File: src/rtl/lpt_peripheral.sv
// Centronics parallel-port peripheral: strobe/ack/busy handshake into a first-word
// fall-through FIFO. Define LPT_PERIPHERAL_GLITCH_FILTER_EN to add a 3-sample strobe filter.
module lpt_peripheral #(
    parameter int FIFO_DEPTH = 16,
    parameter int ACK_CYCLES = 250
) (
    input  logic                          clk,
    input  logic                          reset,
    input  logic                          lpt_strobe_n,
    input  logic [7:0]                    lpt_data,
    input  logic                          lpt_init_n,
    input  logic                          paper_out,
    input  logic                          online,
    output logic                          lpt_ack_n,
    output logic                          lpt_busy,
    output logic                          lpt_pout,
    output logic                          lpt_sel,
    output logic [7:0]                    rd_data,
    output logic                          rd_valid,
    input  logic                          rd_ready,
    output logic [$clog2(FIFO_DEPTH):0]   fifo_level,
    output logic                          overflow,
    input  logic                          overflow_clr
);

    localparam int AW = $clog2(FIFO_DEPTH);
    localparam int CW = (ACK_CYCLES > 1) ? $clog2(ACK_CYCLES) : 1;
    localparam logic [AW:0]   PTR_ONE  = (AW+1)'(1);
    localparam logic [AW:0]   DEPTH_C  = (AW+1)'(FIFO_DEPTH);
    localparam logic [CW-1:0] CNT_ONE  = CW'(1);
    localparam logic [CW-1:0] CNT_LOAD = CW'(ACK_CYCLES - 1);

    typedef enum logic [1:0] {
        ST_IDLE    = 2'd0,
        ST_ACK     = 2'd1,
        ST_RELEASE = 2'd2
    } state_t;

    logic          strobe_s1_r, strobe_s2_r;
    logic          init_s1_r, init_s2_r;
    logic          pout_s1_r, sel_s1_r;
    logic [7:0]    data_s1_r, data_s2_r;
    logic          strobe_level_s, strobe_prev_r, strobe_fall_s;
    state_t        state_r;
    logic [CW-1:0] ack_cnt_r;
    logic [AW:0]   wr_ptr_r, rd_ptr_r, count_r;
    logic [7:0]    mem_r [FIFO_DEPTH];
    logic          full_s, pop_s, push_s, accept_s, drop_s;

    // Two-flop synchronisers for all host/local asynchronous inputs
    always_ff @(posedge clk or posedge reset) begin
        if (reset) begin
            strobe_s1_r <= 1'b1;
            strobe_s2_r <= 1'b1;
            init_s1_r   <= 1'b1;
            init_s2_r   <= 1'b1;
            pout_s1_r   <= 1'b0;
            lpt_pout    <= 1'b0;
            sel_s1_r    <= 1'b0;
            lpt_sel     <= 1'b0;
            data_s1_r   <= 8'h00;
            data_s2_r   <= 8'h00;
        end else begin
            strobe_s1_r <= lpt_strobe_n;
            strobe_s2_r <= strobe_s1_r;
            init_s1_r   <= lpt_init_n;
            init_s2_r   <= init_s1_r;
            pout_s1_r   <= paper_out;
            lpt_pout    <= pout_s1_r;
            sel_s1_r    <= online;
            lpt_sel     <= sel_s1_r;
            data_s1_r   <= lpt_data;
            data_s2_r   <= data_s1_r;
        end
    end

`ifdef LPT_PERIPHERAL_GLITCH_FILTER_EN
    logic [1:0] strobe_hist_r;

    // History of the two previous synchronised strobe samples
    always_ff @(posedge clk or posedge reset) begin
        if (reset) begin
            strobe_hist_r <= 2'b11;
        end else begin
            strobe_hist_r <= {strobe_hist_r[0], strobe_s2_r};
        end
    end

    // Level only follows the strobe once three consecutive samples agree
    always_comb begin
        strobe_level_s = strobe_prev_r;
        if ((strobe_hist_r[0] == strobe_s2_r) && (strobe_hist_r[1] == strobe_s2_r)) begin
            strobe_level_s = strobe_s2_r;
        end else begin
            strobe_level_s = strobe_prev_r;
        end
    end
`else
    // Unfiltered strobe level
    always_comb begin
        strobe_level_s = strobe_s2_r;
    end
`endif

    // Previous strobe level for fall detection
    always_ff @(posedge clk or posedge reset) begin
        if (reset) begin
            strobe_prev_r <= 1'b1;
        end else begin
            strobe_prev_r <= strobe_level_s;
        end
    end

    assign strobe_fall_s = strobe_prev_r & ~strobe_level_s;
    assign full_s        = (count_r == DEPTH_C);
    assign rd_valid      = (count_r != {(AW+1){1'b0}});
    assign pop_s         = rd_valid & rd_ready;
    assign push_s        = (state_r == ST_IDLE) & strobe_fall_s & init_s2_r;
    // A full FIFO still takes the byte when the consumer pops in the same cycle
    assign accept_s      = push_s & (~full_s | pop_s);
    assign drop_s        = push_s & full_s & ~pop_s;
    assign rd_data       = mem_r[rd_ptr_r[AW-1:0]];
    assign fifo_level    = count_r;

    // Handshake FSM with registered ack/busy; init overrides everything
    always_ff @(posedge clk or posedge reset) begin
        if (reset) begin
            state_r   <= ST_IDLE;
            lpt_ack_n <= 1'b1;
            lpt_busy  <= 1'b0;
            ack_cnt_r <= {CW{1'b0}};
        end else if (!init_s2_r) begin
            state_r   <= ST_IDLE;
            lpt_ack_n <= 1'b1;
            lpt_busy  <= 1'b1;
            ack_cnt_r <= {CW{1'b0}};
        end else begin
            case (state_r)
                ST_IDLE: begin
                    if (strobe_fall_s) begin
                        state_r   <= ST_ACK;
                        lpt_ack_n <= 1'b0;
                        lpt_busy  <= 1'b1;
                        ack_cnt_r <= CNT_LOAD;
                    end else begin
                        lpt_busy  <= full_s;
                    end
                end
                ST_ACK: begin
                    lpt_busy <= 1'b1;
                    if (ack_cnt_r == {CW{1'b0}}) begin
                        lpt_ack_n <= 1'b1;
                        state_r   <= ST_RELEASE;
                    end else begin
                        ack_cnt_r <= ack_cnt_r - CNT_ONE;
                    end
                end
                ST_RELEASE: begin
                    if (strobe_level_s) begin
                        state_r  <= ST_IDLE;
                        lpt_busy <= full_s;
                    end else begin
                        lpt_busy <= 1'b1;
                    end
                end
                default: begin
                    state_r   <= ST_IDLE;
                    lpt_ack_n <= 1'b1;
                    lpt_busy  <= 1'b1;
                end
            endcase
        end
    end

    // FIFO pointers and occupancy; init flushes the buffer
    always_ff @(posedge clk or posedge reset) begin
        if (reset) begin
            wr_ptr_r <= {(AW+1){1'b0}};
            rd_ptr_r <= {(AW+1){1'b0}};
            count_r  <= {(AW+1){1'b0}};
        end else if (!init_s2_r) begin
            wr_ptr_r <= {(AW+1){1'b0}};
            rd_ptr_r <= {(AW+1){1'b0}};
            count_r  <= {(AW+1){1'b0}};
        end else begin
            if (accept_s) begin
                wr_ptr_r <= wr_ptr_r + PTR_ONE;
            end
            if (pop_s) begin
                rd_ptr_r <= rd_ptr_r + PTR_ONE;
            end
            if (accept_s && !pop_s) begin
                count_r <= count_r + PTR_ONE;
            end else if (pop_s && !accept_s) begin
                count_r <= count_r - PTR_ONE;
            end else begin
                count_r <= count_r;
            end
        end
    end

    // FIFO storage
    always_ff @(posedge clk) begin
        if (accept_s) begin
            mem_r[wr_ptr_r[AW-1:0]] <= data_s2_r;
        end
    end

    // Sticky overflow; a drop in the clearing cycle wins
    always_ff @(posedge clk or posedge reset) begin
        if (reset) begin
            overflow <= 1'b0;
        end else if (drop_s) begin
            overflow <= 1'b1;
        end else if (overflow_clr) begin
            overflow <= 1'b0;
        end else begin
            overflow <= overflow;
        end
    end

endmodule

File: config.mk
export PLATFORM = sky130hd
export DESIGN_NAME = lpt_peripheral
export DESIGN_NICKNAME = d
export VERILOG_FILES = /design/src/rtl/lpt_peripheral.sv
export SDC_FILE = /design/constraint.sdc
export NUM_CORES = 1
export LEC_CHECK = 0
export BUFFER_PORTS_ARGS = -buffer_cell sky130_fd_sc_hd__buf_2
export CORE_MARGIN = 2
export CORE_UTILIZATION = 61
export CTS_CLUSTER_DIAMETER = 40
export CTS_CLUSTER_SIZE = 25
export DETAILED_ROUTE_END_ITERATION = 10
export GPL_TIMING_DRIVEN = 0
export PLACE_DENSITY = 0.79
export REMOVE_ABC_BUFFERS = 1
export SLEW_MARGIN = 0
export SYNTH_ARGS = -nofsm -noshare
export SYNTH_HDL_FRONTEND = slang
export SYNTH_SLANG_ARGS = --single-unit
File: constraint.sdc
create_clock -name clk -period 3.9 [get_ports clk]
set_input_delay 0.39 -clock clk [delete_from_list [all_inputs] [get_ports clk]]
set_output_delay 0.39 -clock clk [all_outputs]
set_load 0.01 [all_outputs]
==> impl_metrics.json <==
{
  "hold_path.class": "in2reg",
  "layout_common_cells": "128 x edfxtp_1, 43 x dfrtp_1, 40 x mux4_2",
  "overflow": 0,
  "post_cts_buffers": 0,
  "htree_levels": 4,
  "hpwl_mm": 8.013,
  "detail_route.wl_per_cell_um": 20.61,
  "final.setup.worst_slack_ns": 0.6432,
  "clkPwrFrac_pct": 35.9,
  "cp.depth": 9,
  "synth-simple-area-share_pct": 6.019,
  "use_met3_pct": 5.838,
  "yosysTopAreaCellShare_pct": 53.29,
  "crit_fanout": 13,
  "grt.total_usage_pct": 20.99,
  "whs_ns": 0.06036,
  "totalNegativeSetupSlack_ns": 0,
  "insertion_delay_ns": 0.43,
  "synthesis.area_sq_um": 7213,
  "power_density_nw_per_um2": 599.7,
  "holdPathStages": 1,
  "syn_area_per_cell_sq_um": 17.85,
  "register_area_sq_um": 5130,
  "placementRows": 39,
  "drt-pass1-iter-count": 5,
  "die_y_um": 112.7,
  "clockBufferDepth": 2,
  "clk_pin_slew_ns": 0.06,
  "nets": 472,
  "drtIter0Drc": 325,
  "yosys.area_share.adder_pct": 2.186,
  "vias_per_cell": 6.110,
  "cp_slowest_cell": "dfstp_2",
  "slew_headroom_pct": 16.36,
  "multi_input_area_sq_um": 1929,
  "clock_sinks": 179,
  "fin_area_sq_um": 8137,
  "grt_max_degree": 45,
  "worst-r2r-setup-slack_ns": 0.64,
  "ys_seq_elements": 179,
  "diodes": 0,
  "seqPwrFrac_pct": 46.8,
  "hold_viol_final": 0,
  "synthCells": 404,
  "power.switching_uw": 1228,
  "worst_slew_pin_slew_ns": 1.245,
  "min_from": "lpt_strobe_n",
  "core_sq_um": 11470,
  "p_leak_uw": 0.002887,
  "synth-edff-count": 128,
  "cp-end-kind": "flip-flop",
  "gp_congestion": 0.8321,
  "port_buffers": 34,
  "period_minus_slack_ns": 3.257,
  "synthMuxAreaShare_pct": 13.25,
  "grt_pass1_vias": 3668,
  "drive_gt1_share_pct": 26.70,
  "die-area_sq_um": 12710,
  "pre_cts_ws_ns": 0.6610,
  "crit_path_start_kind": "flip-flop",
  "outcome": "finished, final reports clean",
  "layout_commonest_cell": "edfxtp_1",
  "slew_violations": 0,
  "path_class": "reg2reg",
  "grtUsageMet1_pct": 29.15,
  "area_delta_synth_final_pct": 12.80,
  "cap_violations": 0,
  "ys_types": 54,
  "async_reset_ff_share_pct": 28.49,
  "cts_tree": "done",
  "r2r-start": "init_s2_r$_DFF_PP1_",
  "fin_util_pct": 70.95,
  "holdPathEnd": "strobe_s1_r$_DFF_PP1_",
  "p_int_uw": 3651,
  "die_x_um": 112.7,
  "placedInstanceArea_sq_um": 7512,
  "ant_nets": 0,
  "p_comb_share_pct": 17.4,
  "seq_area_frac_synth_pct": 71.08,
  "grt_antenna_before_repair": 0,
  "cpLargestDelayFamily": "compound AO/OA/AOI/OAI gates",
  "netSwitchingFraction_pct": 25.17,
  "drc": 0,
  "ir_worst_vdd_uv": 463.8,
  "synth_top_family_by_area": "multiplexers",
  "globalRouteMet2Util_pct": 33.41,
  "timing.rr.end": "fifo_level[4]$_DFFE_PP0P_",
  "finalClockSkew_ns": 0.007165,
  "synth-xor-area-share_pct": 0.6071,
  "synth_area_leaders": "edfxtp_1 53%, dfrtp_1 16%, mux4_2 12%",
  "cts_buffers": 17,
  "vias": 3666,
  "fmax_ghz": 0.3071,
  "setup_viol": 0,
  "critical_path.cell_chain": "nand2b_1, a2111oi_4, nand2_1, fa_1, a21o_1, a21oi_1, nor2_1, o31ai_1, o311ai_1",
  "grt_pass1_wl_mm": 19.62,
  "rsz0062_at_grt": "false",
  "ys.warnings.count": 0,
  "start_util_pct": 62.90,
  "reg2regPathDepth": 9,
  "crit_required_ns": 4.19,
  "n_fill_cell": 703,
  "yosys.area.top_type": "edfxtp_1",
  "busiest_layer": "met2",
  "synth_compound_gate_area_share_pct": 4.683,
  "synthFlopType": "edfxtp_1",
  "arrival_ns": 3.54,
  "wirelength_mm": 12.37,
  "crit_buf_inv": 0,
  "fin_crit_sh_pct": 83.51,
  "pin_count": 35,
  "cts-root-buf": "clkbuf_16",
  "slowest_delay_ns": 0.69
}
-- cell families (layout without fill, tap and decap cells) --
group	count (synthesis)	in the layout
flip-flops	179	179
XOR/XNOR	5	5
buffers and inverters	33	86
adder cells (fa/ha/maj)	12	12
AO/OA/AOI/OAI	47	47
AND/OR/NAND/NOR	83	83
multiplexers	45	45
-- metrics by stage --
stage / total power (uW) / instances
finish: 4880 / 600
global route: 5091 / 600
CTS: 4926 / 600
detailed placement: 3173 / 567
global placement: 3127 / 565
floorplan: 2909 / 388
-- power groups by stage --
stage	combinational (uW)	clock, uW	sequential [uW]
final	847	1750	2280
after global routing	923	1860	2300
after CTS	856	1790	2280
after detailed placement	851	0	2320
after global placement	767	0	2360
after floorplan	591	0	2320
-- repair_timing --
item | CTS | global route
resized for setup | 0 | 0
hold buffers | 1 | 0
endpoints found under the hold margin | 7 | 0
-- state kept, by name, summed over array words and instances (netlist names), 2 cells and up --
name	flops
wr_ptr_r	4
fifo_level	5
ack_cnt_r	8
rd_ptr_r	4
data_s1_r	8
mem_r	128
state_r	2
data_s2_r	8
-- how the worst max path moves through the flow --
stage                                   start                         to  slack (ns)
floorplan             rd_ptr_r[0]$_DFFE_PP0P_                 rd_data[0]        0.93
global placement      rd_ptr_r[0]$_DFFE_PP0P_                 rd_data[4]        0.28
detailed placement                   rd_ready  fifo_level[4]$_DFFE_PP0P_        0.66
CTS                 fifo_level[0]$_DFFE_PP0P_  fifo_level[4]$_DFFE_PP0P_        0.66
global route        fifo_level[0]$_DFFE_PP0P_  fifo_level[4]$_DFFE_PP0P_        0.37
finish                    init_s2_r$_DFF_PP1_  fifo_level[4]$_DFFE_PP0P_        0.64
-- synth_stat cells, types with 4 or more instances --
cell type  number
edfxtp_1      128
nor2_1         21
ha_1           11
dfstp_2         6
a21oi_1        10
clkbuf_1        7
dfrtp_1        45
and2_1          9
inv_1          17
nand3_1         5
o21ai_0        11
mux2i_1         4
mux4_2         40
a21o_1          4
nor3_1          7
nand2_1        19
-- final cells by class --
cell class | count | share of cell area (%)
flip-flops and latches | 179 | 63.05
clock buffers | 19 | 5.321
clock inverters | 13 | 2.230
well taps | 143 | 2.199
repair buffers | 37 | 2.706
multi-input cells | 192 | 23.71
inverters | 17 | 0.7843
-- metal layers --
metal	vias to the layer above	part of all wire [%]
li1	1655	-
met1	1891	43
met2	108	50
met3	12	5.5
met4	0	1.3
met5	-	0
-- worst register-to-register path, cell delays in order, from the launching register on --
cell       delay (ns)
dfstp_2          0.69
nand2b_1         0.15
a2111oi_4        0.51
nand2_1          0.29
fa_1             0.48
a21o_1           0.20
a21oi_1          0.33
nor2_1           0.09
o31ai_1          0.25
o311ai_1         0.14
(Power assumes the default switching activity.)
